===== config.mk =====
export PLATFORM = sky130hd
export DESIGN_NAME = sdram_slot_arbiter_flat
export DESIGN_NICKNAME = d
export VERILOG_FILES = /design/src/rtl/sdram_slot_arbiter_if.sv /design/src/rtl/sdram_slot_arbiter.sv /design/src/flat_wrapper.sv
export SDC_FILE = /design/constraint.sdc
export NUM_CORES = 1
export LEC_CHECK = 0
export ABC_CLOCK_PERIOD_IN_PS = 2730
export BUFFER_PORTS_ARGS = -buffer_cell sky130_fd_sc_hd__buf_2
export CORE_ASPECT_RATIO = 0.75
export CORE_UTILIZATION = 43
export CTS_CLUSTER_SIZE = 14
export DETAILED_ROUTE_END_ITERATION = 16
export GPL_ROUTABILITY_DRIVEN = 0
export PLACE_DENSITY = 0.76
export SYNTH_ARGS = -nofsm -noshare
export SYNTH_HDL_FRONTEND = slang
export SYNTH_SLANG_ARGS = --single-unit

===== constraint.sdc =====
create_clock -name clk -period 2.73 [get_ports clk]
set_input_delay 0.273 -clock clk [delete_from_list [all_inputs] [get_ports clk]]
set_output_delay 0.273 -clock clk [all_outputs]
set_load 0.05 [all_outputs]

===== src/rtl/sdram_slot_arbiter_if.sv =====
`timescale 1ns/1ps
`default_nettype none
// ============================================================================
// Module      : sdram_slot_arbiter_if
// Description : Bundle of the three requester ports (p0 = CPU, p1 = video
//               fetch, p2 = disk DMA) and the SDRAM controller port that the
//               slot arbiter sits between.
//   pN_req/we/addr/din/aux : requester -> arbiter
//   pN_ack/valid/dout      : arbiter -> requester
//   mem_clkref/oe/we/addr/din/aux : arbiter -> controller
//   mem_dout               : controller -> arbiter
//   modport slave  : the arbiter's view
//   modport master : the requesters' and controller's view
// Revision    : 1.0  initial release
// ============================================================================
interface sdram_slot_arbiter_if;
    logic        p0_req;
    logic        p0_we;
    logic [22:0] p0_addr;
    logic [7:0]  p0_din;
    logic        p0_aux;
    logic        p0_ack;
    logic        p0_valid;
    logic [15:0] p0_dout;

    logic        p1_req;
    logic        p1_we;
    logic [22:0] p1_addr;
    logic [7:0]  p1_din;
    logic        p1_aux;
    logic        p1_ack;
    logic        p1_valid;
    logic [15:0] p1_dout;

    logic        p2_req;
    logic        p2_we;
    logic [22:0] p2_addr;
    logic [7:0]  p2_din;
    logic        p2_aux;
    logic        p2_ack;
    logic        p2_valid;
    logic [15:0] p2_dout;

    logic        mem_clkref;
    logic        mem_oe;
    logic        mem_we;
    logic [22:0] mem_addr;
    logic [7:0]  mem_din;
    logic        mem_aux;
    logic [15:0] mem_dout;

    modport slave (
        input  p0_req, p0_we, p0_addr, p0_din, p0_aux,
        output p0_ack, p0_valid, p0_dout,
        input  p1_req, p1_we, p1_addr, p1_din, p1_aux,
        output p1_ack, p1_valid, p1_dout,
        input  p2_req, p2_we, p2_addr, p2_din, p2_aux,
        output p2_ack, p2_valid, p2_dout,
        output mem_clkref, mem_oe, mem_we, mem_addr, mem_din, mem_aux,
        input  mem_dout
    );

    modport master (
        output p0_req, p0_we, p0_addr, p0_din, p0_aux,
        input  p0_ack, p0_valid, p0_dout,
        output p1_req, p1_we, p1_addr, p1_din, p1_aux,
        input  p1_ack, p1_valid, p1_dout,
        output p2_req, p2_we, p2_addr, p2_din, p2_aux,
        input  p2_ack, p2_valid, p2_dout,
        input  mem_clkref, mem_oe, mem_we, mem_addr, mem_din, mem_aux,
        output mem_dout
    );
endinterface
`default_nettype wire


===== src/rtl/sdram_slot_arbiter.sv =====
`timescale 1ns/1ps
`default_nettype none
// ============================================================================
// Module      : sdram_slot_arbiter
// Description : Time-slot arbiter sharing one 8-bit-write / 16-bit-read SDRAM
//               controller port between three requesters. Each 8-clock slot
//               carries at most one access; p0 has fixed priority, p1/p2
//               alternate round-robin. Slots are left idle during controller
//               init and after REFRESH_MAX consecutive grants so the
//               controller can auto-refresh. Completion (pN_valid, read data)
//               is returned at phase 3 of the slot after the grant.
// Ports       : clk   - system clock, shared with the SDRAM controller
//               reset - synchronous, active-high
//               bus   - sdram_slot_arbiter_if.slave (requesters + controller)
// Revision    : 1.0  initial release
// ============================================================================
module sdram_slot_arbiter #(
    parameter int SLOT_LEN    = 8,
    parameter int INIT_SLOTS  = 32,
    parameter int REFRESH_MAX = 16
) (
    input  logic                       clk,
    input  logic                       reset,
    sdram_slot_arbiter_if.slave        bus
);
    localparam int INIT_W = $clog2(INIT_SLOTS + 1);
    localparam int BUSY_W = $clog2(REFRESH_MAX + 1);

    localparam logic [2:0]        c_PH_LAST    = 3'(SLOT_LEN - 1);
    localparam logic [2:0]        c_PH_DELIVER = 3'd2;  // registered -> visible in phase 3
    localparam logic [INIT_W-1:0] c_INIT_LOAD  = INIT_W'(INIT_SLOTS);
    localparam logic [BUSY_W-1:0] c_BUSY_MAX   = BUSY_W'(REFRESH_MAX);

    // Slot type, updated once per slot at the phase-7 boundary
    localparam logic [1:0] S_IDLE  = 2'd0;
    localparam logic [1:0] S_READ  = 2'd1;
    localparam logic [1:0] S_WRITE = 2'd2;

    logic [1:0]        state_q;
    logic [1:0]        state_d;
    logic [2:0]        phase_q;
    logic [2:0]        phase_d;
    logic [INIT_W-1:0] init_q;
    logic [BUSY_W-1:0] busy_q;
    logic              rr_p2_q;       // 0: p1 wins a p1/p2 tie, 1: p2 wins
    logic [1:0]        slot_port_q;
    logic [2:0]        ack_q;
    logic [2:0]        valid_q;
    logic [15:0]       dout_q [3];
    logic [22:0]       maddr_q;
    logic [7:0]        mdin_q;
    logic              maux_q;
    logic              tag_vld_q;
    logic [1:0]        tag_port_q;
    logic              tag_rd_q;

    logic [2:0]        req;
    logic              arb_now;
    logic              deliver_now;
    logic [INIT_W-1:0] init_dec;
    logic              slot_blocked;
    logic              gnt_vld;
    logic [1:0]        gnt_port;
    logic [22:0]       sel_addr;
    logic [7:0]        sel_din;
    logic              sel_aux;
    logic              sel_we;
    logic              strobe_win;
    logic              rd_strobe;
    logic              wr_strobe;

    assign req          = {bus.p2_req, bus.p1_req, bus.p0_req};
    assign arb_now      = (phase_q == c_PH_LAST);
    assign deliver_now  = (phase_q == c_PH_DELIVER) && tag_vld_q;
    assign phase_d      = arb_now ? 3'd0 : phase_q + 3'd1;
    assign strobe_win   = ~phase_q[2];    // phases 0-3

    // The hold-off test uses the counter value the arbitrated slot will see,
    // so exactly INIT_SLOTS slots after reset are forced idle.
    assign init_dec     = (init_q != '0) ? init_q - 1'b1 : '0;
    assign slot_blocked = (init_dec != '0) || (busy_q == c_BUSY_MAX);

    // ------------------------------------------------------------------
    // Grant selection: p0 fixed priority, then p1/p2 round-robin
    // ------------------------------------------------------------------
    always_comb begin
        gnt_vld  = 1'b0;
        gnt_port = 2'd0;
        if (!slot_blocked) begin
            if (req[0]) begin
                gnt_vld  = 1'b1;
                gnt_port = 2'd0;
            end else if (req[1] && (!req[2] || !rr_p2_q)) begin
                gnt_vld  = 1'b1;
                gnt_port = 2'd1;
            end else if (req[2]) begin
                gnt_vld  = 1'b1;
                gnt_port = 2'd2;
            end
        end
    end

    always_comb begin
        sel_addr = bus.p0_addr;
        sel_din  = bus.p0_din;
        sel_aux  = bus.p0_aux;
        sel_we   = bus.p0_we;
        case (gnt_port)
            2'd1: begin
                sel_addr = bus.p1_addr;
                sel_din  = bus.p1_din;
                sel_aux  = bus.p1_aux;
                sel_we   = bus.p1_we;
            end
            2'd2: begin
                sel_addr = bus.p2_addr;
                sel_din  = bus.p2_din;
                sel_aux  = bus.p2_aux;
                sel_we   = bus.p2_we;
            end
            default: ;
        endcase
    end

    // ------------------------------------------------------------------
    // Slot-type FSM: state register / next state / outputs
    // ------------------------------------------------------------------
    always_ff @(posedge clk) begin
        if (reset) begin
            state_q <= S_IDLE;
        end else begin
            state_q <= state_d;
        end
    end

    always_comb begin
        state_d = state_q;
        if (arb_now) begin
            if (!gnt_vld) begin
                state_d = S_IDLE;
            end else if (sel_we) begin
                state_d = S_WRITE;
            end else begin
                state_d = S_READ;
            end
        end
    end

    // One rising strobe edge per granted slot; an idle slot keeps both low
    // which the controller takes as its refresh opportunity.
    always_comb begin
        rd_strobe = 1'b0;
        wr_strobe = 1'b0;
        case (state_q)
            S_READ:  rd_strobe = strobe_win;
            S_WRITE: wr_strobe = strobe_win;
            default: ;
        endcase
    end

    // ------------------------------------------------------------------
    // Slot timing, counters, latched access and completion tag
    // ------------------------------------------------------------------
    always_ff @(posedge clk) begin
        if (reset) begin
            phase_q     <= 3'd0;
            init_q      <= c_INIT_LOAD;
            busy_q      <= '0;
            rr_p2_q     <= 1'b0;
            slot_port_q <= 2'd0;
            ack_q       <= 3'b000;
            valid_q     <= 3'b000;
            maddr_q     <= 23'd0;
            mdin_q      <= 8'd0;
            maux_q      <= 1'b0;
            tag_vld_q   <= 1'b0;
            tag_port_q  <= 2'd0;
            tag_rd_q    <= 1'b0;
            for (int i = 0; i < 3; i++) begin
                dout_q[i] <= 16'd0;
            end
        end else begin
            phase_q <= phase_d;
            ack_q   <= 3'b000;
            valid_q <= 3'b000;

            if (arb_now) begin
                init_q <= init_dec;

                // The slot now ending becomes the pending completion. Its
                // delivery (phase 2 of the next slot) happens before this
                // register is written again, so consecutive grants never
                // overwrite an undelivered tag.
                tag_vld_q  <= (state_q != S_IDLE);
                tag_port_q <= slot_port_q;
                tag_rd_q   <= (state_q == S_READ);

                if (gnt_vld) begin
                    ack_q       <= 3'b001 << gnt_port;
                    slot_port_q <= gnt_port;
                    maddr_q     <= sel_addr;
                    mdin_q      <= sel_din;
                    maux_q      <= sel_aux;
                    busy_q      <= (busy_q == c_BUSY_MAX) ? busy_q : busy_q + 1'b1;
                    if (gnt_port != 2'd0) begin
                        rr_p2_q <= (gnt_port == 2'd1);
                    end
                end else begin
                    busy_q <= '0;
                end
            end

            if (deliver_now) begin
                valid_q   <= 3'b001 << tag_port_q;
                tag_vld_q <= 1'b0;
                for (int i = 0; i < 3; i++) begin
                    if (tag_rd_q && (tag_port_q == 2'(i))) begin
                        dout_q[i] <= bus.mem_dout;
                    end
                end
            end
        end
    end

    // ------------------------------------------------------------------
    // Output mapping
    // ------------------------------------------------------------------
    assign bus.p0_ack     = ack_q[0];
    assign bus.p1_ack     = ack_q[1];
    assign bus.p2_ack     = ack_q[2];
    assign bus.p0_valid   = valid_q[0];
    assign bus.p1_valid   = valid_q[1];
    assign bus.p2_valid   = valid_q[2];
    assign bus.p0_dout    = dout_q[0];
    assign bus.p1_dout    = dout_q[1];
    assign bus.p2_dout    = dout_q[2];

    assign bus.mem_clkref = strobe_win;
    assign bus.mem_oe     = rd_strobe;
    assign bus.mem_we     = wr_strobe;
    assign bus.mem_addr   = maddr_q;
    assign bus.mem_din    = mdin_q;
    assign bus.mem_aux    = maux_q;
endmodule
`default_nettype wire


===== src/flat_wrapper.sv =====
// flat-port wrapper written by rule: the top's interface ports become plain ports
module sdram_slot_arbiter_flat 
#(
    parameter int SLOT_LEN    = 8,
    parameter int INIT_SLOTS  = 32,
    parameter int REFRESH_MAX = 16
)
  (clk, reset, bus_p0_req, bus_p0_we, bus_p0_addr, bus_p0_din, bus_p0_aux, bus_p0_ack, bus_p0_valid, bus_p0_dout, bus_p1_req, bus_p1_we, bus_p1_addr, bus_p1_din, bus_p1_aux, bus_p1_ack, bus_p1_valid, bus_p1_dout, bus_p2_req, bus_p2_we, bus_p2_addr, bus_p2_din, bus_p2_aux, bus_p2_ack, bus_p2_valid, bus_p2_dout, bus_mem_clkref, bus_mem_oe, bus_mem_we, bus_mem_addr, bus_mem_din, bus_mem_aux, bus_mem_dout);
  sdram_slot_arbiter_if bus_i ();
  input  logic clk;
  input  logic reset;
  input wire logic [$bits(bus_i.p0_req)-1:0] bus_p0_req;
  input wire logic [$bits(bus_i.p0_we)-1:0] bus_p0_we;
  input wire logic [$bits(bus_i.p0_addr)-1:0] bus_p0_addr;
  input wire logic [$bits(bus_i.p0_din)-1:0] bus_p0_din;
  input wire logic [$bits(bus_i.p0_aux)-1:0] bus_p0_aux;
  output wire logic [$bits(bus_i.p0_ack)-1:0] bus_p0_ack;
  output wire logic [$bits(bus_i.p0_valid)-1:0] bus_p0_valid;
  output wire logic [$bits(bus_i.p0_dout)-1:0] bus_p0_dout;
  input wire logic [$bits(bus_i.p1_req)-1:0] bus_p1_req;
  input wire logic [$bits(bus_i.p1_we)-1:0] bus_p1_we;
  input wire logic [$bits(bus_i.p1_addr)-1:0] bus_p1_addr;
  input wire logic [$bits(bus_i.p1_din)-1:0] bus_p1_din;
  input wire logic [$bits(bus_i.p1_aux)-1:0] bus_p1_aux;
  output wire logic [$bits(bus_i.p1_ack)-1:0] bus_p1_ack;
  output wire logic [$bits(bus_i.p1_valid)-1:0] bus_p1_valid;
  output wire logic [$bits(bus_i.p1_dout)-1:0] bus_p1_dout;
  input wire logic [$bits(bus_i.p2_req)-1:0] bus_p2_req;
  input wire logic [$bits(bus_i.p2_we)-1:0] bus_p2_we;
  input wire logic [$bits(bus_i.p2_addr)-1:0] bus_p2_addr;
  input wire logic [$bits(bus_i.p2_din)-1:0] bus_p2_din;
  input wire logic [$bits(bus_i.p2_aux)-1:0] bus_p2_aux;
  output wire logic [$bits(bus_i.p2_ack)-1:0] bus_p2_ack;
  output wire logic [$bits(bus_i.p2_valid)-1:0] bus_p2_valid;
  output wire logic [$bits(bus_i.p2_dout)-1:0] bus_p2_dout;
  output wire logic [$bits(bus_i.mem_clkref)-1:0] bus_mem_clkref;
  output wire logic [$bits(bus_i.mem_oe)-1:0] bus_mem_oe;
  output wire logic [$bits(bus_i.mem_we)-1:0] bus_mem_we;
  output wire logic [$bits(bus_i.mem_addr)-1:0] bus_mem_addr;
  output wire logic [$bits(bus_i.mem_din)-1:0] bus_mem_din;
  output wire logic [$bits(bus_i.mem_aux)-1:0] bus_mem_aux;
  input wire logic [$bits(bus_i.mem_dout)-1:0] bus_mem_dout;
  assign bus_i.p0_req = bus_p0_req;
  assign bus_i.p0_we = bus_p0_we;
  assign bus_i.p0_addr = bus_p0_addr;
  assign bus_i.p0_din = bus_p0_din;
  assign bus_i.p0_aux = bus_p0_aux;
  assign bus_p0_ack = bus_i.p0_ack;
  assign bus_p0_valid = bus_i.p0_valid;
  assign bus_p0_dout = bus_i.p0_dout;
  assign bus_i.p1_req = bus_p1_req;
  assign bus_i.p1_we = bus_p1_we;
  assign bus_i.p1_addr = bus_p1_addr;
  assign bus_i.p1_din = bus_p1_din;
  assign bus_i.p1_aux = bus_p1_aux;
  assign bus_p1_ack = bus_i.p1_ack;
  assign bus_p1_valid = bus_i.p1_valid;
  assign bus_p1_dout = bus_i.p1_dout;
  assign bus_i.p2_req = bus_p2_req;
  assign bus_i.p2_we = bus_p2_we;
  assign bus_i.p2_addr = bus_p2_addr;
  assign bus_i.p2_din = bus_p2_din;
  assign bus_i.p2_aux = bus_p2_aux;
  assign bus_p2_ack = bus_i.p2_ack;
  assign bus_p2_valid = bus_i.p2_valid;
  assign bus_p2_dout = bus_i.p2_dout;
  assign bus_mem_clkref = bus_i.mem_clkref;
  assign bus_mem_oe = bus_i.mem_oe;
  assign bus_mem_we = bus_i.mem_we;
  assign bus_mem_addr = bus_i.mem_addr;
  assign bus_mem_din = bus_i.mem_din;
  assign bus_mem_aux = bus_i.mem_aux;
  assign bus_i.mem_dout = bus_mem_dout;
  sdram_slot_arbiter #(.SLOT_LEN(SLOT_LEN), .INIT_SLOTS(INIT_SLOTS), .REFRESH_MAX(REFRESH_MAX)) u_core (.clk(clk), .reset(reset), .bus(bus_i));
endmodule

==> results.yml, run 1 <==
clocking:
  cts_buffer_depth: 2
  numCtsBuffers: 9
  cts_sinks: 109
  holdBufCountCts: 0
  h-tree-depth: 3
  clock_latency_ns: 0.35
  clkTransAtPathRegs_ns: 0.08
  cts_tree: "done"
  root_buffer: "clkbuf_16"
worst_setup_path:
  timing.rr.start: "u_core.init_q[0]"
  r2r_end: "u_core.bus.mem_addr[14]"
  reg2regPathDepth: 10
  worstPathRequired_ns: 2.92
  arrival_ns: 2.90
  r2r_slack_ns: 0.02
  start_kind: "flip-flop"
  worstSetupPathType: "flip-flop to flip-flop"
  worstPathMaxFanout: 36
  endpoint_kind: "flip-flop"
worst_hold_path:
  holdPathStages: 2
  hold_path_class: "primary input to flip-flop"
  min-delay-start: "reset"
  holdPathEnd: "u_core.valid_q[2]"
synthesis:
  synth_cells: 497
  synth_seq_cells: 109
  synth_top_flop_cell: "dfxtp_1"
  synth.distinct_cells: 47
  synth_edf_count: 48
  syn-cell-area_sq_mm: 0.004985
  yosys.area.top_type: "edfxtp_1"
  async_flop_share_pct: 0
  synth_area_leaders: "edfxtp_1, dfxtp_1, a22oi_1"
  ys_seq_area_share_pct: 53.41
  synth_nets: 626
  synth.top_cell.area_share_pct: 28.92
  syn_avg_cell_area_sq_um: 10.03
  ys_warn_count: 0
cells_and_area:
  layout-drive-gt1-share_pct: 42.33
  nFillCells: 918
  diodes: 0
  area_growth_pct: 35.79
  fin_nets: 835
timing:
  min_period_over_period_pct: 99.15
  rsz0062_at_grt: "yes"
  worst_pin_slew_ns: 1.023
  fin_skew_ns: 0.009848
  setup_violations: 0
  max_freq_ghz: 0.3694
  slew_headroom_pct: 31.82
  fin_crit_ns: 2.707
  hold_violations: 0
  drv_slew: 0
  fin_hold_ws_ns: 0.1872
outcome:
  outcome: "complete, no violations"
routing:
  drc_errors: 0
  route.vias.total: 4596
  drtPass1Iterations: 7
  wirelength_mm: 13.68
  dr.first_iter.drc_count: 247
  viasPerCell: 5.401
  ant_nets: 0
  avgRoutedWirePerCell_microns: 16.08
global_routing:
  grt_pass1_vias: 4120
  overflow: 0
  grt_max_degree: 95
  antenna_found_initial: 0
  grt_use_total_pct: 21.92
  grt_pass1_wl_mm: 20.36
die:
  ios: 209
  row_count: 33
  die_w_microns: 126.3
  start_util_pct: 44.88
  die_y_microns: 95.25
  core_area_sq_mm: 0.01111
  dieArea_sq_mm: 0.01203
power:
  power_leakage_nw: 2.809
  power_density_mw_per_mm2: 486.0
  irDropWorstVdd_mv: 0.2995
  p_total_mw: 3.290
placed_design:
  io_buffer_count: 208
  hpwl_mm: 9.746
flow_run:
  cap_violations: 0
-- layout by cell type, fill, tap and decap left out, types with 4 or more instances in the layout --
cell       instances
a21oi_1           39
a21oi_2            4
a22oi_1           13
a22oi_2           20
a32oi_1            4
and2_1            17
and3_1             5
buf_2            208
buf_4             23
clkbuf_16          9
dfxtp_1           59
edfxtp_1          48
ha_1               6
inv_1             10
inv_6              4
mux2i_1            4
nand2_1           12
nand3_1            4
nor2_1            48
nor2b_1           33
nor3_1            11
nor4b_1            4
o21ai_0           36
o31ai_1           33
-- cell families after synthesis --
family                     share of synthesized area [%]
AOI/OAI and AO/OA                                  20.91
and+or+nand+nor                                    18.02
DFF                                                53.41
buffers and inverters                              4.392
muxes                                              1.004
adders and majority gates                          2.259
-- timing repair --
action,in CTS,in global routing
cloned,0,0
setup endpoints to repair,1,34
setup buffers,0,6
resized for setup,1,38
pin swaps,0,6
-- sequential cells by signal (all words and copies together), names as in the netlist, 3 cells and up --
| name | cells |
|---|---|
| u_core.ack_q | 3 |
| u_core.bus.mem_addr | 23 |
| u_core.bus.mem_din | 8 |
| u_core.busy_q | 5 |
| u_core.dout_q | 48 |
| u_core.init_q | 6 |
| u_core.phase_q | 3 |
| u_core.valid_q | 3 |
-- how the worst max path moves through the flow --
stage          depth (start not counted)             start                      end  slack [ns]
2_1_floorplan                         14  u_core.init_q[0]   u_core.bus.mem_addr[0]        0.07
3_3_place_gp                          11  u_core.init_q[0]        u_core.state_q[0]        0.04
3_5_place_dp                          12  u_core.busy_q[0]        u_core.state_q[0]       -0.06
4_1_cts                               13  u_core.busy_q[0]       u_core.bus.mem_aux       0.001
5_1_grt                               11  u_core.init_q[0]  u_core.bus.mem_addr[14]       -0.07
6_report                              10  u_core.init_q[0]  u_core.bus.mem_addr[14]        0.02
-- cell usage after synthesis, types with 2 or more instances --
cell and count:
a22oi_1 33, buf_6 4, and3_1 5, nand3_1 5, nand2b_1 2, nand3b_1 3
nand4b_1 2, nor4b_1 4, nor2b_1 33, nor4_1 2, edfxtp_1 48, nor2_1 51
a211oi_1 2, buf_1 5, mux2i_1 5, nor3_1 12, or2_2 3, a21o_1 3
nand2_1 13, clkbuf_1 29, or3_1 2, and2_1 17, o21ai_0 37, a21oi_1 42
inv_1 10, o31ai_1 33, a32oi_1 4, dfxtp_1 61, ha_1 9
-- worst max-delay path, cell delays in order (launching register included) --
cell     delay, ns
dfxtp_4       0.37
or4b_4        0.56
nor3_4        0.22
a21o_1        0.23
nand2_2       0.10
or2_4         0.25
ha_4          0.31
buf_12        0.19
nor2_2        0.06
a21oi_1       0.16
o31ai_1       0.09
-- routing by layer --
| layer | share of wire, % | up-vias | GRT usage, % |
|---|---|---|---|
| li1 | - | 2241 | - |
| met1 | 43 | 2125 | 26.81 |
| met2 | 48 | 213 | 37.75 |
| met3 | 7.8 | 17 | 6.117 |
| met4 | 1.5 | 0 | 7.028 |
| met5 | 0 | - | 0 |
-- stage by stage --
step	setup TNS (ns)	cell area (sq um)	std cells	util (%)	worst slack, ns
floorplan	0	5072	497	-	0.07092
global placement	0	6271	829	56.46	0.03533
detailed placement	-0.05901	6271	829	56.46	-0.05901
CTS	0	6555	845	59.02	0.001024
global route	-1.420	6769	851	60.94	-0.07326
finish	0	6769	851	60.94	0.02326
-- where the power goes --
part	leakage [nW]	internal, mW	total, mW	switching (mW)
clock network	0.141	0.638	1.26	0.617
registers	0.989	1.72	1.73	0.00997
logic	1.68	0.102	0.300	0.198
total	2.81	2.46	3.29	0.826
-- area by class of cell --
type                    instances  area, sq um  share of cell area (%)
flip-flops and latches        109         2668                   39.41
multi-input cells             338         2293                   33.88
repair buffers                237         1308                   19.32
clock buffers                   9        225.2                   3.327
well taps                     140        175.2                   2.588
clock inverters                 7        58.81                  0.8688
inverters                      11        41.29                  0.6100
Power figures use the tool's default switching activity.
==> inputs of run 2 (changes only) <==
- ABC_CLOCK_PERIOD_IN_PS: 2730 -> 2900
- CORE_UTILIZATION: 43 -> 45
- SETUP_SLACK_MARGIN: unset -> 0.2
- clock period: 2.73 -> 2.9 ns (I/O delays scaled with it)
==> results.yml, run 2 (same netlist as run 1, synthesis figures left out) <==
outcome:
  outcome: "complete, no violations"
power:
  power_density_mw_per_mm2: 458.6
  irDropWorstVdd_mv: 0.2928
  power_leakage_nw: 2.803
cells_and_area:
  top_register: "u_core.dout_q"
  layout-drive-gt1-share_pct: 40.59
  area_growth_pct: 34.96
  nFillCells: 888
  fin_nets: 831
  largest_register_ffs: 48
  final_common_cell: "buf_2"
  fin_cells: 844
  multiInputGateArea_sq_mm: 0.002252
  mostFrequentLayoutCells: "buf_2, dfxtp_1, nor2_1, edfxtp_1, a21oi_1"
  regArea_sq_mm: 0.002674
timing:
  tns_ns: 0
  max_freq_ghz: 0.3744
  worst_pin_slew_ns: 0.6908
  hold_violations: 0
  setup_violations: 0
  fin_crit_ns: 2.671
  fin_skew_ns: 0.005639
  rsz0062_at_grt: "yes"
  drv_slew: 0
  slew_headroom_pct: 53.95
  min_period_over_period_pct: 92.10
routing:
  wirelength_mm: 14.39
  viasPerCell: 5.533
  drc_errors: 0
  route.vias.total: 4670
  drtPass1Iterations: 5
  dr.first_iter.drc_count: 318
  avgRoutedWirePerCell_microns: 17.05
  ant_nets: 0
global_routing:
  grt_pass1_vias: 4138
  grt_pass1_wl_mm: 21.14
  grt_max_degree: 49
  antenna_found_initial: 1
  grt_use_total_pct: 24.18
  overflow: 0
die:
  dieArea_sq_mm: 0.01151
  row_count: 32
  die_y_microns: 93.15
  die_w_microns: 123.5
  ios: 209
  core_area_sq_mm: 0.01053
  start_util_pct: 47.34
worst_setup_path:
  crit_path_top_delay_cell: "or4b_4"
  endpoint_kind: "flip-flop"
  r2r_end: "u_core.bus.mem_aux"
  worstPathMaxFanout: 16
  cp-startpoint: "u_core.init_q[0]"
  reg2regPathDepth: 10
  cpPeakStageDelay_ns: 0.56
  cp_cell_sequence: "or4b_4 > nor3_4 > a21o_1 > nand2_1 > or2_4 > ha_4 > buf_12 > nor2_1 > a21oi_2 > o31ai_1"
  timing.rr.start: "u_core.init_q[0]"
  start_kind: "flip-flop"
  critPathCapture: "u_core.bus.mem_aux"
  worstSetupPathType: "flip-flop to flip-flop"
  worstPathRequired_ns: 3.14
  r2r_slack_ns: 0.23
  arrival_ns: 2.91
placed_design:
  dp.cells: 819
  hpwl_mm: 10.17
  io_buffer_count: 208
clocking:
  clock_latency_ns: 0.35
  root_buffer: "clkbuf_16"
  clkTransAtPathRegs_ns: 0.07
  cts_sinks: 109
  cts_tree: "done"
  cts_buffer_depth: 2
  h-tree-depth: 3
  numCtsBuffers: 9
worst_hold_path:
  holdPathStages: 2
  hold_path_class: "primary input to flip-flop"
flow_run:
  cap_violations: 0
==> run 2: critical path, delay by kind of cell, from the launching register on <==
family	cells	cell delay, ns
buffers and inverters	1	0.17
adder cells (fa/ha/maj)	1	0.28
AND/OR/NAND/NOR	5	1.26
flip-flops	1	0.37
AO/OA/AOI/OAI	3	0.48
==> run 2: power breakdown <==
part           internal, mW  switching, mW  total, mW
sequential             1.62         0.0107       1.63
combinational        0.0964          0.184      0.280
clock                 0.600          0.572       1.17
==> run 2: repair_timing <==
action	in CTS	in global routing
pin swaps	0	5
hold buffers	0	0
resized for setup	2	30
setup buffers	2	4
endpoints found under the setup margin	32	34
cloned	0	2
==> run 2: worst min-delay path by stage <==
stage	startpoint	end	slack, ns
2_1_floorplan	u_core.phase_q[0]	u_core.phase_q[0]	0.43
3_3_place_gp	u_core.phase_q[0]	u_core.phase_q[0]	0.44
3_5_place_dp	u_core.phase_q[0]	u_core.phase_q[0]	0.45
4_1_cts	reset	u_core.valid_q[1]	0.24
5_1_grt	reset	u_core.valid_q[0]	0.25
6_report	reset	u_core.valid_q[1]	0.24
==> run 2: per-layer routing <==
metal / up-vias / wire [microns] / GRT usage [%]
li1: 2236 / - / -
met1: 2215 / 6058 / 30.49
met2: 200 / 6963 / 39.90
met3: 19 / 1156 / 7.317
met4: 0 / 212 / 6.827
met5: - / 0 / 0
==> run 2: area by class of cell <==
| class | instances | area share (%) |
|---|---|---|
| antenna | 1 | 0.03720 |
| clock buffer | 10 | 3.403 |
| clock inverter | 6 | 0.8741 |
| inverter | 11 | 0.6137 |
| multi-input combinational | 338 | 33.48 |
| sequential | 109 | 39.74 |
| tap | 136 | 2.529 |
| timing repair buffer | 233 | 19.32 |
==> run 2: per-stage QoR <==
stage	utilization [%]	instance area (sq um)	worst slack, ns	hold slack, ns	total power, mW
after floorplan	-	5072	0.2409	0.4270	1.818
after global placement	58.96	6208	0.1743	0.4386	1.939
after detailed placement	58.96	6208	0.09295	0.4537	1.944
after CTS	61.91	6519	0.1989	0.2427	3.102
after global routing	63.87	6725	0.1346	0.2541	3.195
final	63.89	6728	0.2291	0.2443	3.085
==> inputs of run 3 (changes only) <==
- ABC_CLOCK_PERIOD_IN_PS: 2900 -> 3100
- clock period: 2.9 -> 3.1 ns (I/O delays scaled with it)
==> results.yml, run 3 (same netlist as run 1, synthesis figures left out) <==
routing:
  dr.first_iter.drc_count: 358
  wirelength_mm: 13.67
  viasPerCell: 5.498
  route.vias.total: 4596
  avgRoutedWirePerCell_microns: 16.35
  drtPass1Iterations: 5
  ant_nets: 0
  drc_errors: 0
timing:
  fin_hold_ws_ns: 0.2869
  max_freq_ghz: 0.3602
  fin_skew_ns: 0.009769
  hold_violations: 0
  rsz0062_at_grt: "no"
  min_period_over_period_pct: 89.56
  drv_slew: 0
  fin_crit_ns: 2.776
  worst_pin_slew_ns: 0.7947
  setup_violations: 0
  tns_ns: 0
  slew_headroom_pct: 47.02
clocking:
  holdBufCountCts: 0
  cts_tree: "done"
  h-tree-depth: 3
  root_buffer: "clkbuf_16"
  cts_buffer_depth: 2
  cts_sinks: 109
  clock_latency_ns: 0.35
  clkTransAtPathRegs_ns: 0.08
  numCtsBuffers: 9
cells_and_area:
  fin_nets: 824
  regArea_sq_mm: 0.002668
  final_common_cell: "buf_2"
  largest_register_ffs: 48
  diodes: 0
  area_growth_pct: 33.18
  nFillCells: 855
  top_register: "u_core.dout_q"
  mostFrequentLayoutCells: "buf_2, dfxtp_1, nor2_1, edfxtp_1, a21oi_1"
  layout-drive-gt1-share_pct: 39.14
  multiInputGateArea_sq_mm: 0.002245
die:
  die_y_microns: 93.15
  ios: 209
  dieArea_sq_mm: 0.01151
  die_w_microns: 123.5
  row_count: 32
  core_area_sq_mm: 0.01053
  start_util_pct: 47.34
power:
  power_density_mw_per_mm2: 440.1
  p_comb_share_pct: 8.8
  power_leakage_nw: 2.757
  p_int_mw: 2.197
  p_sw_share_pct: 24.81
  p_seq_share_pct: 52.3
  p_sw_mw: 0.7248
  clock_power_share_pct: 38.9
  irDropWorstVdd_mv: 0.2638
worst_hold_path:
  hold_path_class: "primary input to flip-flop"
placed_design:
  hpwl_mm: 9.647
  io_buffer_count: 208
worst_setup_path:
  cp_cell_sequence: "inv_1 > ha_4 > nor3b_4 > buf_6 > mux2i_4 > or2_4 > nand2_1 > or2_4 > ha_4 > buf_4 > a22oi_1 > nor2_1 > a21oi_1 > o31ai_1"
  endpoint_kind: "flip-flop"
  crit_path_top_delay_cell: "dfxtp_4"
  crit_family: "simple AND/OR/NAND/NOR gates"
  worstSetupPathType: "flip-flop to flip-flop"
  start_kind: "flip-flop"
  worstPathRequired_ns: 3.30
  worstPathMaxFanout: 15
  arrival_ns: 2.98
  critical_path_buf_inv_count: 3
  cpPeakStageDelay_ns: 0.37
global_routing:
  overflow: 0
  antenna_found_initial: 0
  grt_max_degree: 56
  grt_pass1_wl_mm: 20.98
  grt_pass1_vias: 4122
  grt_use_total_pct: 23.55
outcome:
  outcome: "complete, no violations"
flow_run:
  cap_violations: 0
run 3: final cells by class:
| cell class | instances | area share, % |
|---|---|---|
| multi-input combinational | 338 | 33.81 |
| timing repair buffer | 226 | 18.32 |
| inverter | 11 | 0.6219 |
| tap | 136 | 2.563 |
| sequential | 109 | 40.18 |
| clock inverter | 6 | 0.9046 |
| clock buffer | 10 | 3.600 |
run 3: per-stage QoR:
stage | cell area, sq um | power [mW] | setup WS, ns | cells | util (%)
after floorplan | 4990 | 1.699 | 0.2295 | 497 | -
after global placement | 6153 | 1.812 | 0.2786 | 818 | 58.44
after detailed placement | 6153 | 1.814 | 0.1653 | 818 | 58.44
after CTS | 6505 | 2.937 | 0.2372 | 836 | 61.78
after global routing | 6639 | 3.013 | 0.1612 | 836 | 63.05
final | 6639 | 2.922 | 0.3236 | 836 | 63.05
run 3: what timing repair did:
| action | in CTS | in global routing |
|---|---|---|
| cloned | 1 | 0 |
| pin swaps | 0 | 2 |
| setup endpoints to repair | 34 | 34 |
| buffers inserted | 1 | 0 |
| gates resized for setup | 4 | 28 |
run 3: final timing paths:
kind,startpoint,endpoint,slack [ns],cells after the start
setup / recovery,u_core.init_q[0],u_core.bus.mem_addr[2],0.32,14
hold / removal,bus_p0_din[5],u_core.bus.mem_din[5],0.29,3
setup reg to reg,u_core.init_q[0],u_core.bus.mem_addr[2],0.32,14
hold reg to reg,u_core.phase_q[0],u_core.phase_q[0],0.47,1
run 3: tightest hold or removal path, cell delays in order:
cell,delay (ns)
buf_2,0.08
a21oi_1,0.05
o31ai_1,0.16
run 3: layer usage:
layer | routed length (microns) | global-route usage (%) | share of wire (%)
met5 | 0 | 0 | 0
met4 | 199 | 6.627 | 1.5
met3 | 1304 | 6.707 | 9.5
met2 | 6324 | 37.85 | 46
met1 | 5840 | 30.81 | 43
run 3: power groups by stage:
| stage | logic (mW) | registers, mW | clock network (mW) |
|---|---|---|---|
| floorplan | 0.0583 | 1.64 | 0 |
| global placement | 0.251 | 1.56 | 0 |
| detailed placement | 0.252 | 1.56 | 0 |
| CTS | 0.254 | 1.53 | 1.15 |
| global route | 0.276 | 1.53 | 1.21 |
| finish | 0.258 | 1.53 | 1.14 |
